<file path="src/rtl/mult_pkg.sv">
// +-----------------------------------------------------------------------------
// | mult_pkg : shared widths, default watchdog limit and FSM encoding
// | Rev 1.0
// +-----------------------------------------------------------------------------
`default_nettype none

package mult_pkg;

  localparam int MULT_W      = 32;
  localparam int PROD_W      = 64;
  localparam int DEF_TIMEOUT = 40;

  typedef enum logic [1:0] {
    IDLE  = 2'd0,
    RUN   = 2'd1,
    DRAIN = 2'd2
  } state_e;

endpackage

`default_nettype wire

</file>
<file path="src/rtl/hilo_regs.sv">
// +-----------------------------------------------------------------------------
// | hilo_regs : HI/LO register pair with MTHI/MTLO writes and product capture;
// |             accumulate adder present only when MULT_ACC_EN is defined
// | Rev 1.0
// +-----------------------------------------------------------------------------
`default_nettype none

module hilo_regs
  import mult_pkg::*;
(
  input  logic              clk,
  input  logic              rst,
  input  logic              wr_hi_en_i,
  input  logic              wr_lo_en_i,
  input  logic [MULT_W-1:0] wr_data_i,
  input  logic              cap_en_i,
  input  logic              acc_en_i,
  input  logic [PROD_W-1:0] product_i,
  output logic [MULT_W-1:0] hi_o,
  output logic [MULT_W-1:0] lo_o
);

  logic [MULT_W-1:0] hi_q, hi_d;
  logic [MULT_W-1:0] lo_q, lo_d;
  logic [PROD_W-1:0] w_cap_val;

`ifdef MULT_ACC_EN
  // Carry out of bit 63 falls off the 64-bit sum.
  assign w_cap_val = acc_en_i ? ({hi_q, lo_q} + product_i) : product_i;
`else
  logic unused_acc;
  assign unused_acc = acc_en_i;
  assign w_cap_val  = product_i;
`endif

  // Capture and writes are mutually exclusive by construction (RUN vs IDLE).
  always_comb begin
    hi_d = hi_q;
    lo_d = lo_q;
    if (cap_en_i) begin
      {hi_d, lo_d} = w_cap_val;
    end else begin
      if (wr_hi_en_i) hi_d = wr_data_i;
      if (wr_lo_en_i) lo_d = wr_data_i;
    end
  end

  always_ff @(posedge clk) begin
    if (rst) begin
      hi_q <= '0;
      lo_q <= '0;
    end else begin
      hi_q <= hi_d;
      lo_q <= lo_d;
    end
  end

  assign hi_o = hi_q;
  assign lo_o = lo_q;

endmodule

`default_nettype wire

</file>
<file path="src/rtl/mult_hilo_ctrl.sv">
// +-----------------------------------------------------------------------------
// | mult_hilo_ctrl : issue/writeback controller for the iterative multiplier,
// |                  HI/LO owner; MULT_ACC_EN enables MADD accumulate
// | Rev 1.0
// +-----------------------------------------------------------------------------
`default_nettype none

module mult_hilo_ctrl
  import mult_pkg::*;
#(
  parameter int TIMEOUT = DEF_TIMEOUT
) (
  input  logic              clk,
  input  logic              rst,
  input  logic              req_valid,
  output logic              req_ready,
  input  logic              req_acc,
  input  logic [MULT_W-1:0] req_op1,
  input  logic [MULT_W-1:0] req_op2,
  input  logic              wr_hi_en,
  input  logic              wr_lo_en,
  input  logic [MULT_W-1:0] wr_data,
  output logic              mult_begin,
  output logic [MULT_W-1:0] mult_op1,
  output logic [MULT_W-1:0] mult_op2,
  input  logic [PROD_W-1:0] product,
  input  logic              mult_end,
  output logic [MULT_W-1:0] hi,
  output logic [MULT_W-1:0] lo,
  output logic              busy,
  output logic              done,
  output logic              timeout
);

  localparam int              CNT_W     = $clog2(TIMEOUT + 1);
  localparam logic [CNT_W-1:0] CNT_LIMIT = CNT_W'(TIMEOUT);

  state_e            state_q, state_d;
  logic [CNT_W-1:0]  cnt_q, cnt_d;
  logic [MULT_W-1:0] op1_q, op1_d;
  logic [MULT_W-1:0] op2_q, op2_d;
  logic              acc_q, acc_d;
  logic              done_q, done_d;
  logic              tmo_q, tmo_d;
  logic              w_capture;
  logic              w_idle;

  assign w_idle = (state_q == IDLE);

  always_comb begin
    state_d   = state_q;
    cnt_d     = cnt_q;
    op1_d     = op1_q;
    op2_d     = op2_q;
    acc_d     = acc_q;
    done_d    = 1'b0;
    tmo_d     = 1'b0;
    w_capture = 1'b0;
    case (state_q)
      IDLE: begin
        if (req_valid) begin
          op1_d   = req_op1;
          op2_d   = req_op2;
          acc_d   = req_acc;
          cnt_d   = '0;
          state_d = RUN;
        end
      end
      RUN: begin
        cnt_d = cnt_q + CNT_W'(1);
        if (mult_end) begin
          w_capture = 1'b1;
          done_d    = 1'b1;
          state_d   = DRAIN;
        end else if (cnt_d == CNT_LIMIT) begin
          tmo_d   = 1'b1;
          state_d = DRAIN;
        end
      end
      DRAIN: begin
        // Multiplier must see begin low and drop end before the next issue.
        if (!mult_end) state_d = IDLE;
      end
      default: state_d = IDLE;
    endcase
  end

  always_ff @(posedge clk) begin
    if (rst) begin
      state_q <= IDLE;
      cnt_q   <= '0;
      op1_q   <= '0;
      op2_q   <= '0;
      acc_q   <= 1'b0;
      done_q  <= 1'b0;
      tmo_q   <= 1'b0;
    end else begin
      state_q <= state_d;
      cnt_q   <= cnt_d;
      op1_q   <= op1_d;
      op2_q   <= op2_d;
      acc_q   <= acc_d;
      done_q  <= done_d;
      tmo_q   <= tmo_d;
    end
  end

  hilo_regs u_hilo_regs (
    .clk        (clk),
    .rst        (rst),
    .wr_hi_en_i (wr_hi_en & w_idle),
    .wr_lo_en_i (wr_lo_en & w_idle),
    .wr_data_i  (wr_data),
    .cap_en_i   (w_capture),
    .acc_en_i   (acc_q),
    .product_i  (product),
    .hi_o       (hi),
    .lo_o       (lo)
  );

  assign req_ready  = w_idle;
  assign busy       = !w_idle;
  assign mult_begin = (state_q == RUN);
  assign mult_op1   = op1_q;
  assign mult_op2   = op2_q;
  assign done       = done_q;
  assign timeout    = tmo_q;

endmodule

`default_nettype wire

</file>
<file path="config.mk">
export PLATFORM = sky130hd
export DESIGN_NAME = mult_hilo_ctrl
export DESIGN_NICKNAME = d
export VERILOG_FILES = /design/src/rtl/mult_pkg.sv /design/src/rtl/hilo_regs.sv /design/src/rtl/mult_hilo_ctrl.sv
export SDC_FILE = /design/constraint.sdc
export NUM_CORES = 1
export LEC_CHECK = 0
export BUFFER_PORTS_ARGS = -buffer_cell sky130_fd_sc_hd__clkbuf_2
export CORE_MARGIN = 10
export CORE_UTILIZATION = 40
export CTS_CLUSTER_DIAMETER = 80
export DETAILED_ROUTE_END_ITERATION = 12
export GPL_TIMING_DRIVEN = 0
export HOLD_SLACK_MARGIN = 0.02
export PLACE_DENSITY = 0.78
export SETUP_SLACK_MARGIN = 0.3
export SYNTH_ARGS = -nofsm -noshare
export SYNTH_HDL_FRONTEND = slang
export SYNTH_SLANG_ARGS = --single-unit
</file>
<file path="constraint.sdc">
create_clock -name clk -period 1.6 [get_ports clk]
set_clock_uncertainty 0.1 [all_clocks]
set_input_delay 0.16 -clock clk [delete_from_list [all_inputs] [get_ports clk]]
set_output_delay 0.16 -clock clk [all_outputs]
set_load 0.005 [all_outputs]
</file>
==> Flow_metrics.wiki, run 1 <==
{| class="wikitable"
! Metric !! Value
|-
| Outcome || finished, violations left
|-
| Violated checks || setup timing
|-
| Setup repair after global routing missed its margin || true
|-
| Global route hottest layer || met2
|-
| Worst Hold Launch || wr_data[8]
|-
| Mean post-synth cell area || 8.29 µm²
|-
| Die Outline Area || 18,900 µm²
|-
| Average via count per standard cell || 6.24
|-
| Area after DPL || 7650 µm²
|-
| Met3 demand-to-capacity share in global routing || 11.2%
|-
| Final Setup Violations || 66
|-
| Fraction of the yosys area taken by sequential cells || 50.0%
|-
| Total of warnings raised by yosys || 0
|-
| Total DRC errors in the routed layout || 0
|-
| Launch point of the worst reg-to-reg path || cnt_q[0]
|-
| Distinct cell type count after synthesis || 38
|-
| Peak Freq || 528 MHz
|-
| Initial core utilization || 41.3%
|-
| Total of buffers placed on input and output ports || 298
|-
| CP arrival || 2.07 ns
|-
| Clock buffers created by TritonCTS || 17
|-
| Most frequent cells in the layout || sky130_fd_sc_hd__clkbuf_2, sky130_fd_sc_hd__dlygate4sd3_1, sky130_fd_sc_hd__dfxtp_1
|-
| Overflow left after global routing || 0
|-
| Clock input transition at the sequential cells of the worst setup and hold paths || 0.06 ns
|-
| Crit-path max cell delay || 0.54 ns
|-
| Worst Tran Pin Value || 0.931 ns
|-
| Startpoint of the most critical setup path || cnt_q[0]
|-
| Count of flip-flops with a built-in enable after synthesis || 0
|-
| Design area || 12,600 µm²
|-
| Largest net degree at the start of global routing || 17
|-
| Setup total negative slack || -2.78 ns
|-
| Post-layout minimum cycle time || 1.89 ns
|-
| Final wirelength || 41,600 µm
|-
| Standard-cell row count || 42
|-
| Initial detailed-routing violation count || 771
|-
| Layout overhead on the synthesized area || 127%
|-
| Via count of the first global-routing pass || 8,071
|-
| Total nets after synthesis || 836
|-
| Detailed placer's ending HPWL || 16,100 µm
|-
| Async set-reset flop share out of synthesis || 0%
|-
| Cell-by-cell trace of the critical path || ha_4 -> buf_4 -> nor3b_1 -> o21ai_0 -> a21oi_1
|-
| Die height || 138 µm
|-
| Post-Synthesis Cells || 667
|-
| Global-route wire length before repair || 45,100 µm
|-
| CTS max path bufs || 2
|-
| Number of endpoints with negative hold slack in the final report || 0
|-
| Root Buffer Master || sky130_fd_sc_hd__clkbuf_16
|-
| Clock sink total || 138
|-
| Critical path capture point type || register
|-
| Leading register cell type out of synthesis || sky130_fd_sc_hd__dfxtp_1
|-
| Worst r2r path cells || 5
|-
| Met1 Resource Use GR || 30.0%
|-
| Ratio of cells with drive above 1 in the final layout || 64.6%
|-
| Final clock period utilization by the worst path || 118%
|-
| Headroom to the max-slew limit || 37.9%
|-
| Leakage || 5.51 nW
|-
| Hold Path Depth || 4
|-
| Number of max-slew violations in the final report || 0
|-
| Class of the worst hold path || in -> reg
|-
| GR met2 Demand/Resource || 53.3%
|-
| Power Dens Cells || 940 nW/µm²
|-
| Remaining antenna violation count || 0
|-
| Max-cap viol count || 0
|-
| Post-layout net count || 1,352
|-
| Max IR drop VDD || 733 µV
|-
| Die width || 138 µm
|-
| Antenna violations before repair || 5
|-
| Global router's overall resource usage || 30.9%
|-
| Final Wtd Congestion || 0.864
|-
| Ports placed on the boundary || 300
|-
| Leading cell type in the layout, fill and taps excluded || sky130_fd_sc_hd__clkbuf_2
|-
| FILL cells || 388
|-
| Maximum net fanout on the critical path || 6
|-
| Iteration count of the initial detailed-routing pass || 5
|-
| TritonCTS clock tree || yes
|-
| Latest clock arrival within the worst-skew pair || 0.44 ns
|-
| Post-route worst setup slack || -0.295 ns
|-
| Area inside the core boundary || 13,400 µm²
|-
| Routed length per instance || 30.2 µm
|-
| Category of the worst setup path launch point || register
|-
| Flop and latch count out of synthesis || 138
|-
| Data required time at the worst endpoint || 1.77 ns
|-
| Post-synthesis instance area || 5530 µm²
|-
| Vias after detailed routing || 8,605
|-
| H-tree levels || 4
|-
| Critical Setup Path Class || reg -> reg
|-
| Worst-path cell with the longest stage delay || sky130_fd_sc_hd__o21ai_0
|}
[sequential cells by signal, summed over array words and instances, names as in the netlist]
name and flops:
timeout 1, cnt_q 6, mult_op2 32, state_q 2
u_hilo_regs.lo_o 32, u_hilo_regs.hi_o 32, mult_op1 32, done 1
[synth_stat cells, drive strengths merged (3+ instances only)]
cell	number	area share [%]
nand2b	3	0.52
a21oi	134	13
clkbuf	23	1.6
nand2	136	9.3
o21ai	3	0.27
nand3	3	0.27
nor2b	33	3.7
a211oi	64	9.6
nor2	71	4.9
buf	33	4.0
nor3	3	0.27
dfxtp	138	50
[critical path, delay by kind of cell, from the launching register on]
family,cells,cell delay (ns)
AND/OR/NAND/NOR,1,0.13
buffers and inverters,1,0.15
adder cells (fa/ha/maj),1,0.20
flip-flops,1,0.39
AO/OA/AOI/OAI,2,0.76
[per-layer routing]
metal	wire [µm]	vias up	share of wire (%)
met3	4330	346	10
li1	-	3321	-
met2	20000	886	48
met4	3970	0	9.5
met1	13300	4052	32
met5	0	-	0
[final timing paths]
| kind | slack, ns | to |
|---|---|---|
| hold / removal | 0.06 | u_hilo_regs.hi_o[8] |
| setup reg to reg | -0.29 | cnt_q[2] |
| setup / recovery | -0.29 | cnt_q[2] |
| hold reg to reg | 0.36 | mult_op1[1] |
[metrics by stage]
step | std cells | hold WS [ns] | setup slack, ns | util (%) | total power [W]
final | 1379 | 0.0633 | -0.295 | 93.7 | 0.0118
after global routing | 1376 | 0.0805 | -0.277 | 93.7 | 0.0120
after CTS | 1349 | 0.0300 | 0.0497 | 80.6 | 0.0104
after detailed placement | 1141 | 0.289 | -0.120 | 57.1 | 0.00579
after global placement | 1141 | 0.282 | -0.0462 | 57.1 | 0.00575
after floorplan | 667 | 0.196 | 0.190 | - | 0.00496
[power breakdown]
| group | internal, W | switching [W] | total, W | leakage [nW] |
|---|---|---|---|---|
| registers | 0.00374 | 0.000286 | 0.00403 | 1.14 |
| logic | 0.00189 | 0.00195 | 0.00384 | 4.11 |
| clock network | 0.00215 | 0.00178 | 0.00393 | 0.252 |
[layout make-up]
cell class                      instances  area (µm²)  share of cell area [%]
Tap cell                              176         220                    1.75
Multi-Input combinational cell        471        4230                    33.6
Clock buffer                           19         433                    3.45
Clock inverter                         13         120                   0.957
Antenna cell                            7        17.5                   0.139
Sequential cell                       138        2780                    22.1
Buffer                                 56         795                    6.33
Inverter                                2        10.0                  0.0797
Timing Repair Buffer                  497        3960                    31.5
[logic make-up (layout without fill, tap and decap cells)]
kind of cell | Yosys count | count (layout) | share of synthesized area [%]
simple gates | 258 | 258 | 20.1
fa+ha+maj | 2 | 2 | 0.453
buf+inv | 58 | 587 | 5.66
compound gates | 208 | 208 | 23.3
other cells | 0 | 7 | 0
xor+xnor | 2 | 2 | 0.317
mux | 1 | 1 | 0.204
flops | 138 | 138 | 50.0
[repair_timing]
| item | 4_1_cts | 5_1_grt |
|---|---|---|
| endpoints found under the hold margin | 131 | 1 |
| gates cloned | 17 | 15 |
| pin swaps | 88 | 114 |
| resized for setup | 187 | 298 |
| hold buffers | 130 | 1 |
| setup endpoints to repair | 135 | 142 |
| setup buffers | 29 | 7 |
(Power assumes the default switching activity.)
==> inputs of run 2 (changes only) <==
--- a/config.mk
+++ b/config.mk
@@ -7,12 +7,12 @@
 export LEC_CHECK = 0
 export BUFFER_PORTS_ARGS = -buffer_cell sky130_fd_sc_hd__clkbuf_2
 export CORE_MARGIN = 10
-export CORE_UTILIZATION = 40
+export CORE_UTILIZATION = 45
 export CTS_CLUSTER_DIAMETER = 80
 export DETAILED_ROUTE_END_ITERATION = 12
 export GPL_TIMING_DRIVEN = 0
 export HOLD_SLACK_MARGIN = 0.02
-export PLACE_DENSITY = 0.78
+export PLACE_DENSITY = 0.83
 export SETUP_SLACK_MARGIN = 0.3
 export SYNTH_ARGS = -nofsm -noshare
 export SYNTH_HDL_FRONTEND = slang
==> constraint.sdc (replaced) <==
create_clock -name clk -period 1.8 [get_ports clk]
set_clock_uncertainty 0.1 [all_clocks]
set_input_delay 0.18 -clock clk [delete_from_list [all_inputs] [get_ports clk]]
set_output_delay 0.18 -clock clk [all_outputs]
set_load 0.005 [all_outputs]
==> Flow_metrics.wiki, run 2 (same netlist as run 1, synthesis figures left out) <==
{| class="wikitable"
! Metric !! Value
|-
| Worst Hold Launch || product[56] (was wr_data[8])
|-
| Number of endpoints with negative hold slack in the final report || 0 (unchanged)
|-
| Max-cap viol count || 0 (unchanged)
|-
| Area inside the core boundary || 12,000 µm² (was 13,400 µm²)
|-
| Most frequent cells in the layout || sky130_fd_sc_hd__clkbuf_2, sky130_fd_sc_hd__dfxtp_1, sky130_fd_sc_hd__nand2_1 (was sky130_fd_sc_hd__clkbuf_2, sky130_fd_sc_hd__dlygate4sd3_1, sky130_fd_sc_hd__dfxtp_1)
|-
| Standard-cell row count || 40 (was 42)
|-
| Ratio of cells with drive above 1 in the final layout || 48.4% (was 64.6%)
|-
| Total DRC errors in the routed layout || 0 (unchanged)
|-
| Global-route wire length before repair || 37,500 µm (was 45,100 µm)
|-
| Final clock period utilization by the worst path || 98.8% (was 118%)
|-
| Final cell utilization of the core || 87.4% (was 93.7%)
|-
| Overflow left after global routing || 0 (unchanged)
|-
| Headroom to the max-slew limit || 44.9% (was 37.9%)
|-
| Clock sink total || 138 (unchanged)
|-
| Ports placed on the boundary || 300 (unchanged)
|-
| Die width || 131 µm (was 138 µm)
|-
| Iteration count of the initial detailed-routing pass || 7 (was 5)
|-
| Number of max-slew violations in the final report || 0 (unchanged)
|-
| Remaining antenna violation count || 0 (unchanged)
|-
| Critical Setup Path Class || reg -> reg (unchanged)
|-
| Post-route worst setup slack || 0.0211 ns (was -0.295 ns)
|-
| Detailed placer's ending HPWL || 15,500 µm (was 16,100 µm)
|-
| Max IR drop VDD || 527 µV (was 733 µV)
|-
| Die height || 131 µm (was 138 µm)
|-
| Minimum hold slack || 0.0158 ns (was 0.0633 ns)
|-
| H-tree levels || 4 (unchanged)
|-
| Non-filler instance count after layout || 1,311 (was 1,379)
|-
| TritonCTS clock tree || yes (unchanged)
|-
| Total instance count after detailed placement || 1,112 (was 1,141)
|-
| Initial detailed-routing violation count || 738 (was 771)
|-
| Post-layout minimum cycle time || 1.78 ns (was 1.89 ns)
|-
| FILL cells || 544 (was 388)
|-
| Setup total negative slack || 0 ns (was -2.78 ns)
|-
| Launch point of the worst reg-to-reg path || state_q[0] (was cnt_q[0])
|-
| Final wirelength || 31,800 µm (was 41,600 µm)
|-
| Maximum net fanout on the critical path || 6 (unchanged)
|-
| Leading cell type in the layout, fill and taps excluded || sky130_fd_sc_hd__clkbuf_2 (unchanged)
|-
| Outcome || complete, no violations (was finished, violations left)
|-
| Final Setup Violations || 0 (was 66)
|-
| Via count of the first global-routing pass || 7,261 (was 8,071)
|-
| Peak Freq || 562 MHz (was 528 MHz)
|-
| Initial core utilization || 46.0% (was 41.3%)
|-
| Power Dens Cells || 888 nW/µm² (was 940 nW/µm²)
|-
| Layout overhead on the synthesized area || 90.0% (was 127%)
|-
| Data required time at the worst endpoint || 2.00 ns (was 1.77 ns)
|-
| Die Outline Area || 17,100 µm² (was 18,900 µm²)
|-
| Critical path capture point type || register (unchanged)
|-
| Routed length per instance || 24.2 µm (was 30.2 µm)
|-
| Antenna violations before repair || 5 (unchanged)
|-
| Clock buffers created by TritonCTS || 17 (unchanged)
|-
| Vias after detailed routing || 7,695 (was 8,605)
|-
| CTS max path bufs || 2 (unchanged)
|-
| Average via count per standard cell || 5.87 (was 6.24)
|-
| Post-layout net count || 1,314 (was 1,352)
|-
| Setup repair after global routing missed its margin || true (unchanged)
|-
| Total of buffers placed on input and output ports || 298 (unchanged)
|-
| Clock input transition at the sequential cells of the worst setup and hold paths || 0.06 ns (about the same)
|-
| Largest net degree at the start of global routing || 17 (unchanged)
|-
| Worst Tran Pin Value || 0.827 ns (was 0.931 ns)
|-
| Latest clock arrival within the worst-skew pair || 0.42 ns (was 0.44 ns)
|-
| Root Buffer Master || sky130_fd_sc_hd__clkbuf_16 (unchanged)
|-
| Leakage || 4.72 nW (was 5.51 nW)
|-
| Category of the worst setup path launch point || register (unchanged)
|-
| Final Wtd Congestion || 0.884 (was 0.864)
|-
| Global router's overall resource usage || 28.3% (was 30.9%)
|-
| CP arrival || 1.97 ns (was 2.07 ns)
|-
| Startpoint of the most critical setup path || state_q[0] (was cnt_q[0])
|-
| Pre-CTS WS || 0.0762 ns (was -0.120 ns)
|-
| Class of the worst hold path || in -> reg (unchanged)
|}
==> run 2: changes by cell type in the layout (fill, tap and decap cells not counted), moves of 15 or more <==
| cell | before | now |
|---|---|---|
| sky130_fd_sc_hd__a21oi_1 | 16 | 80 |
| sky130_fd_sc_hd__nor2b_2 | 4 | 19 |
| sky130_fd_sc_hd__nor2b_4 | 27 | 12 |
| sky130_fd_sc_hd__a211oi_1 | 11 | 31 |
| sky130_fd_sc_hd__buf_12 | 25 | 8 |
| sky130_fd_sc_hd__a211oi_2 | 53 | 33 |
| sky130_fd_sc_hd__nand2_4 | 42 | 0 |
| sky130_fd_sc_hd__a21oi_4 | 39 | 5 |
| sky130_fd_sc_hd__a21oi_2 | 79 | 49 |
| sky130_fd_sc_hd__nand2_2 | 45 | 3 |
| sky130_fd_sc_hd__nand2_1 | 48 | 133 |
==> run 2: worst paths after layout <==
kind	slack, ns	cells after the start	to
max	0.02	7	u_hilo_regs.hi_o[18]
min	0.02	3	u_hilo_regs.hi_o[24]
max reg2reg	0.02	7	u_hilo_regs.hi_o[18]
min reg2reg	0.35	2	mult_op1[11]
==> run 2: routing by layer <==
layer  part of all wire [%]  vias up  global-route usage (%)
met4                    7.6        0                    20.5
met1                     33     3573                    27.4
met2                     50      655                    49.7
li1                       -     3244                       -
met5                      0        -                       0
met3                    9.8      223                    8.98
==> run 2: critical path: stages (launching register included) <==
cell and delay, ns:
sky130_fd_sc_hd__dfxtp_2 0.33, sky130_fd_sc_hd__buf_6 0.13, sky130_fd_sc_hd__nand2b_4 0.15, sky130_fd_sc_hd__a21oi_4 0.20, sky130_fd_sc_hd__buf_12 0.16, sky130_fd_sc_hd__clkbuf_16 0.15
sky130_fd_sc_hd__nor2_1 0.06, sky130_fd_sc_hd__a211oi_2 0.37
==> run 2: cell type report <==
class	instances	area, µm²	share of cell area, %
multi-input combinational	471	3080	29.3
clock inverter	9	73.8	0.703
antenna	7	17.5	0.167
inverter	2	10.0	0.0953
sequential	138	2770	26.4
tap	147	184	1.75
timing repair buffer	459	3320	31.6
buffer	56	588	5.60
clock buffer	22	464	4.42
==> run 2: per-stage QoR <==
stage,total power [W],area [µm²]
final,0.00932,10500
after global routing,0.00957,10500
after CTS,0.00848,9220
after detailed placement,0.00498,7210
after global placement,0.00495,7210
after floorplan,0.00428,5540
==> run 2: what timing repair did <==
action | CTS | global route
hold buffers | 121 | 2
setup buffers | 13 | 9
cloned | 0 | 16
resized for setup | 57 | 220
endpoints found under the setup margin | 128 | 132
hold endpoints to repair | 122 | 2
pin swaps | 6 | 50
==> run 2: power by group <==
part | leakage, nW | switching (W) | internal, W
combinational | 3.31 | 0.00129 | 0.00122
sequential | 1.14 | 0.000193 | 0.00333
clock | 0.273 | 0.00134 | 0.00195
total | 4.72 | 0.00282 | 0.00650
